===== src/rtl/sigma_arb_pkg.sv =====
`default_nettype none
// ============================================================================
// Module   : sigma_arb_pkg
// Brief    : Shared types and constants for the two-master sigma bus arbiter.
// Revision : 1.0 - initial release
// ============================================================================
package sigma_arb_pkg;

    localparam int NUM_MASTERS    = 2;
    localparam int c_xif_addr_w   = 32;
    localparam int c_xif_data_w   = 32;

    // Master identifier: 0 = CPU data port, 1 = UART debug master
    typedef logic mid_t;

    // Request fields carried alongside req; sized for the default bus widths
    typedef struct packed {
        logic                        we;
        logic [c_xif_addr_w-1:0]     addr;
        logic [c_xif_data_w/8-1:0]   be;
        logic [c_xif_data_w-1:0]     wdata;
    } xif_req_t;

endpackage
`default_nettype wire


===== src/rtl/sigma_arb_id_fifo.sv =====
`default_nettype none
// ============================================================================
// Module   : sigma_arb_id_fifo
// Brief    : Ordered FIFO of master IDs for reads awaiting a slave response.
// Revision : 1.0 - initial release
// ============================================================================
module sigma_arb_id_fifo
    import sigma_arb_pkg::*;
#(
    parameter int DEPTH = 4
) (
    input  logic                     clk,
    input  logic                     rst_n,
    input  logic                     i_push,
    input  mid_t                     i_din,
    input  logic                     i_pop,
    output mid_t                     o_dout,
    output logic                     o_full,
    output logic                     o_empty,
    output logic [$clog2(DEPTH):0]   o_count
);

    localparam int                 c_ptr_w    = $clog2(DEPTH);
    localparam logic [c_ptr_w-1:0] c_ptr_one  = c_ptr_w'(1);
    localparam logic [c_ptr_w:0]   c_cnt_one  = (c_ptr_w + 1)'(1);
    localparam logic [c_ptr_w:0]   c_cnt_full = (c_ptr_w + 1)'(DEPTH);

    mid_t               r_mem [DEPTH];
    logic [c_ptr_w-1:0] r_wr_ptr;
    logic [c_ptr_w-1:0] r_rd_ptr;
    logic [c_ptr_w:0]   r_count;
    logic               w_push;
    logic               w_pop;

    assign o_full  = (r_count == c_cnt_full);
    assign o_empty = (r_count == '0);
    assign o_count = r_count;
    assign o_dout  = r_mem[r_rd_ptr];

    // Guards make the FIFO safe even if a caller ignores full/empty
    assign w_push = i_push & ~o_full;
    assign w_pop  = i_pop  & ~o_empty;

    always_ff @(posedge clk) begin
        if (w_push) begin
            r_mem[r_wr_ptr] <= i_din;
        end
    end

    always_ff @(posedge clk or negedge rst_n) begin
        if (!rst_n) begin
            r_wr_ptr <= '0;
            r_rd_ptr <= '0;
            r_count  <= '0;
        end else begin
            if (w_push) begin
                r_wr_ptr <= r_wr_ptr + c_ptr_one;
            end
            if (w_pop) begin
                r_rd_ptr <= r_rd_ptr + c_ptr_one;
            end
            case ({w_push, w_pop})
                2'b10:   r_count <= r_count + c_cnt_one;
                2'b01:   r_count <= r_count - c_cnt_one;
                default: r_count <= r_count;
            endcase
        end
    end

endmodule
`default_nettype wire


===== src/rtl/sigma_bus_arbiter.sv =====
`default_nettype none
// ============================================================================
// Module   : sigma_bus_arbiter
// Brief    : Round-robin two-master arbiter for one sigma xif slave port.
// Revision : 1.0 - initial release
// ============================================================================
module sigma_bus_arbiter
    import sigma_arb_pkg::*;
#(
    parameter int ADDR_W  = c_xif_addr_w,
    parameter int DATA_W  = c_xif_data_w,
    parameter int MAX_OUT = 4
) (
    input  logic                clk_i,
    input  logic                arst_n_i,
    input  logic                m0_req_i,
    input  logic                m0_we_i,
    input  logic [ADDR_W-1:0]   m0_addr_i,
    input  logic [DATA_W/8-1:0] m0_be_i,
    input  logic [DATA_W-1:0]   m0_wdata_i,
    output logic                m0_ack_o,
    output logic                m0_resp_o,
    output logic [DATA_W-1:0]   m0_rdata_o,
    input  logic                m1_req_i,
    input  logic                m1_we_i,
    input  logic [ADDR_W-1:0]   m1_addr_i,
    input  logic [DATA_W/8-1:0] m1_be_i,
    input  logic [DATA_W-1:0]   m1_wdata_i,
    output logic                m1_ack_o,
    output logic                m1_resp_o,
    output logic [DATA_W-1:0]   m1_rdata_o,
    output logic                s_req_o,
    output logic                s_we_o,
    output logic [ADDR_W-1:0]   s_addr_o,
    output logic [DATA_W/8-1:0] s_be_o,
    output logic [DATA_W-1:0]   s_wdata_o,
    input  logic                s_ack_i,
    input  logic                s_resp_i,
    input  logic [DATA_W-1:0]   s_rdata_i,
    output logic                err_o
);

    localparam int c_cnt_w = $clog2(MAX_OUT) + 1;

    xif_req_t                 w_m_req [NUM_MASTERS];
    logic [NUM_MASTERS-1:0]   w_req;
    xif_req_t                 w_s_fields;
    logic                     w_gnt_valid;
    mid_t                     w_gnt_id;
    logic                     w_mask;
    logic                     w_s_req;
    logic                     w_accept;
    logic                     w_pop;
    logic                     w_spurious;
    mid_t                     w_head_id;
    logic                     w_fifo_full;
    logic                     w_fifo_empty;
    logic [c_cnt_w-1:0]       w_fifo_count;

    mid_t                     r_rr_ptr;
    logic                     r_lock;
    mid_t                     r_lock_id;
    logic                     r_err;

    assign w_m_req[0] = '{we: m0_we_i, addr: m0_addr_i, be: m0_be_i, wdata: m0_wdata_i};
    assign w_m_req[1] = '{we: m1_we_i, addr: m1_addr_i, be: m1_be_i, wdata: m1_wdata_i};
    assign w_req      = {m1_req_i, m0_req_i};

    // A stalled request owns the bus until the slave takes it
    always_comb begin
        w_gnt_valid = 1'b0;
        w_gnt_id    = r_rr_ptr;
        if (r_lock) begin
            w_gnt_valid = 1'b1;
            w_gnt_id    = r_lock_id;
        end else if (w_req[r_rr_ptr]) begin
            w_gnt_valid = 1'b1;
            w_gnt_id    = r_rr_ptr;
        end else if (w_req[~r_rr_ptr]) begin
            w_gnt_valid = 1'b1;
            w_gnt_id    = ~r_rr_ptr;
        end
        if (!arst_n_i) begin
            w_gnt_valid = 1'b0;
        end
    end

    // Reads wait while every response slot is taken; the registered count
    // means a same-cycle pop does not free a slot until the next cycle
    assign w_mask     = w_gnt_valid & ~w_m_req[w_gnt_id].we & w_fifo_full;
    assign w_s_req    = w_gnt_valid & ~w_mask;
    assign w_accept   = w_s_req & s_ack_i;
    assign w_s_fields = w_s_req ? w_m_req[w_gnt_id] : '0;

    assign s_req_o   = w_s_req;
    assign s_we_o    = w_s_fields.we;
    assign s_addr_o  = w_s_fields.addr;
    assign s_be_o    = w_s_fields.be;
    assign s_wdata_o = w_s_fields.wdata;

    assign m0_ack_o  = w_accept & (w_gnt_id == 1'b0);
    assign m1_ack_o  = w_accept & (w_gnt_id == 1'b1);

    assign w_pop      = s_resp_i & ~w_fifo_empty;
    assign w_spurious = s_resp_i & (w_fifo_count == '0);

    assign m0_resp_o  = w_pop & (w_head_id == 1'b0);
    assign m1_resp_o  = w_pop & (w_head_id == 1'b1);
    assign m0_rdata_o = m0_resp_o ? s_rdata_i : '0;
    assign m1_rdata_o = m1_resp_o ? s_rdata_i : '0;
    assign err_o      = r_err;

    sigma_arb_id_fifo #(
        .DEPTH   (MAX_OUT)
    ) u_id_fifo (
        .clk     (clk_i),
        .rst_n   (arst_n_i),
        .i_push  (w_accept & ~w_m_req[w_gnt_id].we),
        .i_din   (w_gnt_id),
        .i_pop   (w_pop),
        .o_dout  (w_head_id),
        .o_full  (w_fifo_full),
        .o_empty (w_fifo_empty),
        .o_count (w_fifo_count)
    );

    always_ff @(posedge clk_i or negedge arst_n_i) begin
        if (!arst_n_i) begin
            r_rr_ptr  <= 1'b0;
            r_lock    <= 1'b0;
            r_lock_id <= 1'b0;
            r_err     <= 1'b0;
        end else begin
            r_lock <= w_s_req & ~s_ack_i;
            if (w_s_req & ~s_ack_i) begin
                r_lock_id <= w_gnt_id;
            end
            if (w_accept) begin
                r_rr_ptr <= ~w_gnt_id;
            end
            if (w_spurious) begin
                r_err <= 1'b1;
            end
        end
    end

endmodule
`default_nettype wire


===== config.mk =====
export PLATFORM = sky130hd
export DESIGN_NAME = sigma_bus_arbiter
export DESIGN_NICKNAME = d
export VERILOG_FILES = /design/src/rtl/sigma_arb_pkg.sv /design/src/rtl/sigma_arb_id_fifo.sv /design/src/rtl/sigma_bus_arbiter.sv
export SDC_FILE = /design/constraint.sdc
export NUM_CORES = 1
export LEC_CHECK = 0
export CORE_AREA = 2 2 121 123
export CTS_CLUSTER_SIZE = 16
export DETAILED_ROUTE_END_ITERATION = 10
export DIE_AREA = 0 0 123 125
export PLACE_DENSITY = 0.68
export SYNTH_ARGS = -nofsm -noshare
export SYNTH_HDL_FRONTEND = slang
export SYNTH_SLANG_ARGS = --single-unit

===== constraint.sdc =====
create_clock -name clk_i -period 3.1 [get_ports clk_i]
set_clock_uncertainty 0.1 [all_clocks]
set_input_delay 0.93 -clock clk_i [delete_from_list [all_inputs] [get_ports clk_i]]
set_output_delay 0.93 -clock clk_i [all_outputs]
set_load 0.05 [all_outputs]

==> parameters.txt <==
Parameter                              Value

Synth
  Synthesized-area fraction occupied by ao, oa, aoi and oai cells ... 0.207
  Instance count of the mapped netlist ... about 380
  Multiplexer share of the synthesized area ... 0.0313
  Synthesized area ... ~0.0024 sq mm
  Synthesized area per cell ... between 6 and 7 sq um
  Xor/xnor cell area share of the yosys netlist ... 0.0223
  Synthesis Warnings ... 0
  Post-Synth Simple-Gate Area ... 0.456
  Nets in the synthesized netlist ... around 560
  Dominant cells by area after synthesis ... nand2_1, a21oi_1, dfrtp_1
  Register bit total from synthesis ... 15
  Area share of fa/ha/maj cells after synthesis ... 0.0350
  Proportion of synthesized chip area in sequential cells ... 0.167
  Yosys cell types ... 43
  Post-synthesis cell type with the largest combined area ... nand2_1
  Largest family of logic cells by synthesized area ... simple AND/OR/NAND/NOR gates
  Area share of the largest cell type after synthesis ... 0.221

Pwr
  Power per standard cell area ... 682 mW/mm^2
  Final total power ... about 6.4 mW
  Switching share of power ... 0.492
  Comb pwr share ... 0.902
  Relative contribution of sequential cells to total power ... 0.058
  Power share of the clock group ... 0.040
  Power spent charging and discharging nets ... ~3.1 mW
  Int Pwr ... about 3.2 mW
  Worst VDD drop ... 364 uV
  Static leakage power ... about 3.8 nW

Worst setup path
  Length in cells of the worst reg-to-reg path ... 13
  Crit path launch ... m1_req_i
  Worst reg-to-reg setup slack ... ~0.48 ns
  Launching element type of the critical path ... primary input
  Critical path peak fanout ... 6
  Critical path's largest stage delay ... between 0.2 and 0.25 ns
  Total stage count of the critical path ... 10
  Category of the worst setup path capture point ... output port
  Required time at the endpoint of the critical path ... approximately 2.1 ns
  Largest delay contributor family on the critical path ... buffers and inverters
  Crit Reg-Reg Startpoint ... r_lock
  Critical path's slowest cell ... a21bo_4
  Cells along the critical path ... buf_12, a21bo_4, a22oi_4, buf_12, buf_12, buf_16, buf_8, nand2_4, a21oi_4, buf_12
  Most frequent cell on the critical path ... buf_12
  Signal arrival time at the worst endpoint ... about 2.4 ns
  Endpoint of the worst register-to-register path ... u_id_fifo.o_count[2]
  Setup Crit Path Kind ... in2out
  Number of buffer and inverter instances along the worst setup path ... 6

STA
  Max-slew headroom at the worst pin ... 0.661
  Maximum operating frequency ... about 290 MHz
  Period utilization ... 1.11
  Number of failing hold endpoints at the final stage ... 0
  RSZ-0062 raised after global routing ... true
  Worst Slack Setup Final ... -0.329 ns
  Crit path time final ... 3.43 ns
  Total count of max-transition violations in the final report ... 0
  Setup-failing EPs final ... slightly above 70
  Worst Tran Pin Value ... 0.506 ns

Die
  Initial Utilization ... 0.166
  IO Count ... around 320
  Num rows ... between 40 and 50
  Placeable core area ... 0.0142 sq mm
  Die boundary width ... between 100 and 150 um
  Height of the die ... between 100 and 150 um
  Total die area ... 0.0154 sq mm

Placed design
  Instance area after placement ... 0.00788 sq mm
  Worst-case setup slack after placement ... -0.724 ns
  Count of port buffers added during placement ... ~310
  Placer's final routability congestion estimate ... between 0.8 and 0.9
  Detail Placement HPWL ... 12100 um
  Cell Count Post-Placement ... about 900

Route
  Iteration count of the initial detailed-routing pass ... 4
  Detailed-route via count ... 4356
  Wire length on met2 ... 9780 um
  Residual antenna-violating net count after detailed routing ... 0
  Uppermost layer routed ... met4
  Detailed-route vias per instance ... about 4.7
  Wire length on met1 ... 6220 um
  Routed wire length ... approximately 18000 um
  Detailed-routed wire length on met3 ... 1550 um
  DRC violations left ... 0
  Count of routing violations after the opening detailed-route iteration ... around 140
  WL/cell ... roughly 19 um

CTS
  Hold bufs inserted after CTS ... 0
  Clock tree from TritonCTS ... done
  Worst skew pair latency ... between 0.2 and 0.3 ns
  Total number of clock tree sinks ... 15
  Library cell used as clock root buffer ... clkbuf_16
  Max clock buf depth ... 2
  Number of levels the H-tree was split into ... 1
  Number of CTS-inserted buffers ... 3
  Clock transition at the register clock pins on the worst setup and hold paths after CTS ... 0.05 ns

GRT
  Wire length of the first global-routing pass ... ~24000 um
  Vias in the first global route ... roughly 4400
  Largest net degree at the start of global routing ... 34
  Antenna violations before repair ... 0
  Total Routing Usage GR ... 0.203
  Gr ovfl total ... 0

Layout
  Count of placed standard cells in the final layout, fillers left out ... 932
  Fraction of final layout cells sized beyond drive strength 1 ... 0.507
  Ant diodes ... 0
  Area Overhead vs Synth ... 296%
  Commonest non-fill, non-tap cell in the layout ... clkdlybuf4s50_1
  Commonest cells after routing, fill and taps aside ... clkdlybuf4s50_1, buf_12, nand2_1, a21oi_4, and2_1
  Design Area, Final ... just over 0.009 sq mm
  Number of nets at the end of the flow ... 931
  Number of filler cells placed in the layout ... between 900 and 1000
  Area of the multi-input gates ... roughly 0.0028 sq mm
  Sequential cell area ... 395 sq um

Status
  Status ... finished, violations left
  Violated checks ... negative setup slack

Worst hold path
  Worst-case hold path end point ... u_id_fifo.o_count[2]
  Hold Path Cell Cnt ... 1
  Hold path start ... u_id_fifo.o_count[2]
  Hold crit path type ... reg2reg

Run
  Max-cap check violation count ... 0
[flip-flops by register name, indices dropped and copies added (netlist names)]
register and cells:
u_id_fifo.r_mem 4, u_id_fifo.o_count 3, u_id_fifo.r_rd_ptr 2, u_id_fifo.r_wr_ptr 2, err_o 1, r_lock 1
r_lock_id 1, r_rr_ptr 1
[routing by layer]
metal  track usage  vias up
met3        0.0584       34
li1              -     1995
met5             0        -
met1         0.210     2103
met2         0.388      224
met4        0.0595        0
[metrics by stage]
step	TNS, ns	hold WS (ns)	util
final	-17.05	0.387	0.658
after global routing	-19.53	0.402	0.658
after CTS	-16.18	0.391	0.617
after detailed placement	-58.84	0.380	0.554
after global placement	-56.70	0.351	0.554
after floorplan	-15.52	0.353	-
[worst register-to-register path, stage by stage (launching register included)]
cell and delay (ns):
dfrtp_1 0.54, inv_1 0.17, o221ai_4 0.12, buf_4 0.15, buf_4 0.13, o21ai_4 0.15, nor3_4 0.06, inv_1 0.06
ha_1 0.15, inv_1 0.06, fa_1 0.44, xor2_1 0.15, nor2_1 0.11, xor2_1 0.15
[worst max-delay path by stage]
stage / to / slack [ns]
2_1_floorplan: s_addr_o[19] / -0.45
4_1_cts: s_wdata_o[20] / -0.29
5_1_grt: s_addr_o[2] / -0.35
6_report: s_addr_o[2] / -0.33
3_5_place_dp: s_addr_o[24] / -0.72
3_3_place_gp: s_addr_o[24] / -0.72
[what timing repair did]
item / CTS / global route
buffers inserted: 10 / 6
setup endpoints to repair: 140 / 75
cloned: 11 / 6
pin swaps: 13 / 29
gates resized for setup: 129 / 92
[layout make-up]
cell class	instances	share of cell area
Tap cell	184	0.0246
Inverter	10	0.00630
Clock buffer	3	0.00804
Multi-Input combinational cell	324	0.300
Sequential cell	15	0.0423
Timing Repair Buffer	395	0.618
Clock inverter	1	0.000804
[power groups by stage]
stage / Clock, mW / Combinational [mW] / Sequential, mW
5_1_grt: 0.268 / 5.95 / 0.376
2_1_floorplan: 0 / 2.34 / 0.364
4_1_cts: 0.259 / 5.29 / 0.367
6_report: 0.254 / 5.75 / 0.368
3_5_place_dp: 0 / 4.69 / 0.364
3_3_place_gp: 0 / 4.65 / 0.362
[cells in the mapped netlist, drive strengths merged]
master,count
a211oi,1
a21bo,1
a21o,1
a21oi,70
a22oi,1
a31oi,1
and2,38
and3,32
buf,13
clkbuf,18
dfrtp,11
edfxtp,4
fa,1
ha,5
inv,10
mux2,3
mux2i,1
mux4,1
nand2,140
nand2b,1
nand3,1
nor2,9
nor3,2
nor4b,1
o21a,1
o21ai,2
o221ai,1
o31a,1
o31ai,1
or3b,1
xnor2,4
xor2,2
[cell families (layout without fill, tap and decap cells)]
family / Yosys count / after routing
AOI/OAI and AO/OA: 81 / 81
DFF: 15 / 15
buffers and inverters: 41 / 409
muxes: 5 / 5
and+or+nand+nor: 225 / 226
xor gates and xnor gates: 6 / 6
adders and majority gates: 6 / 6
(Power assumes the default switching activity.)
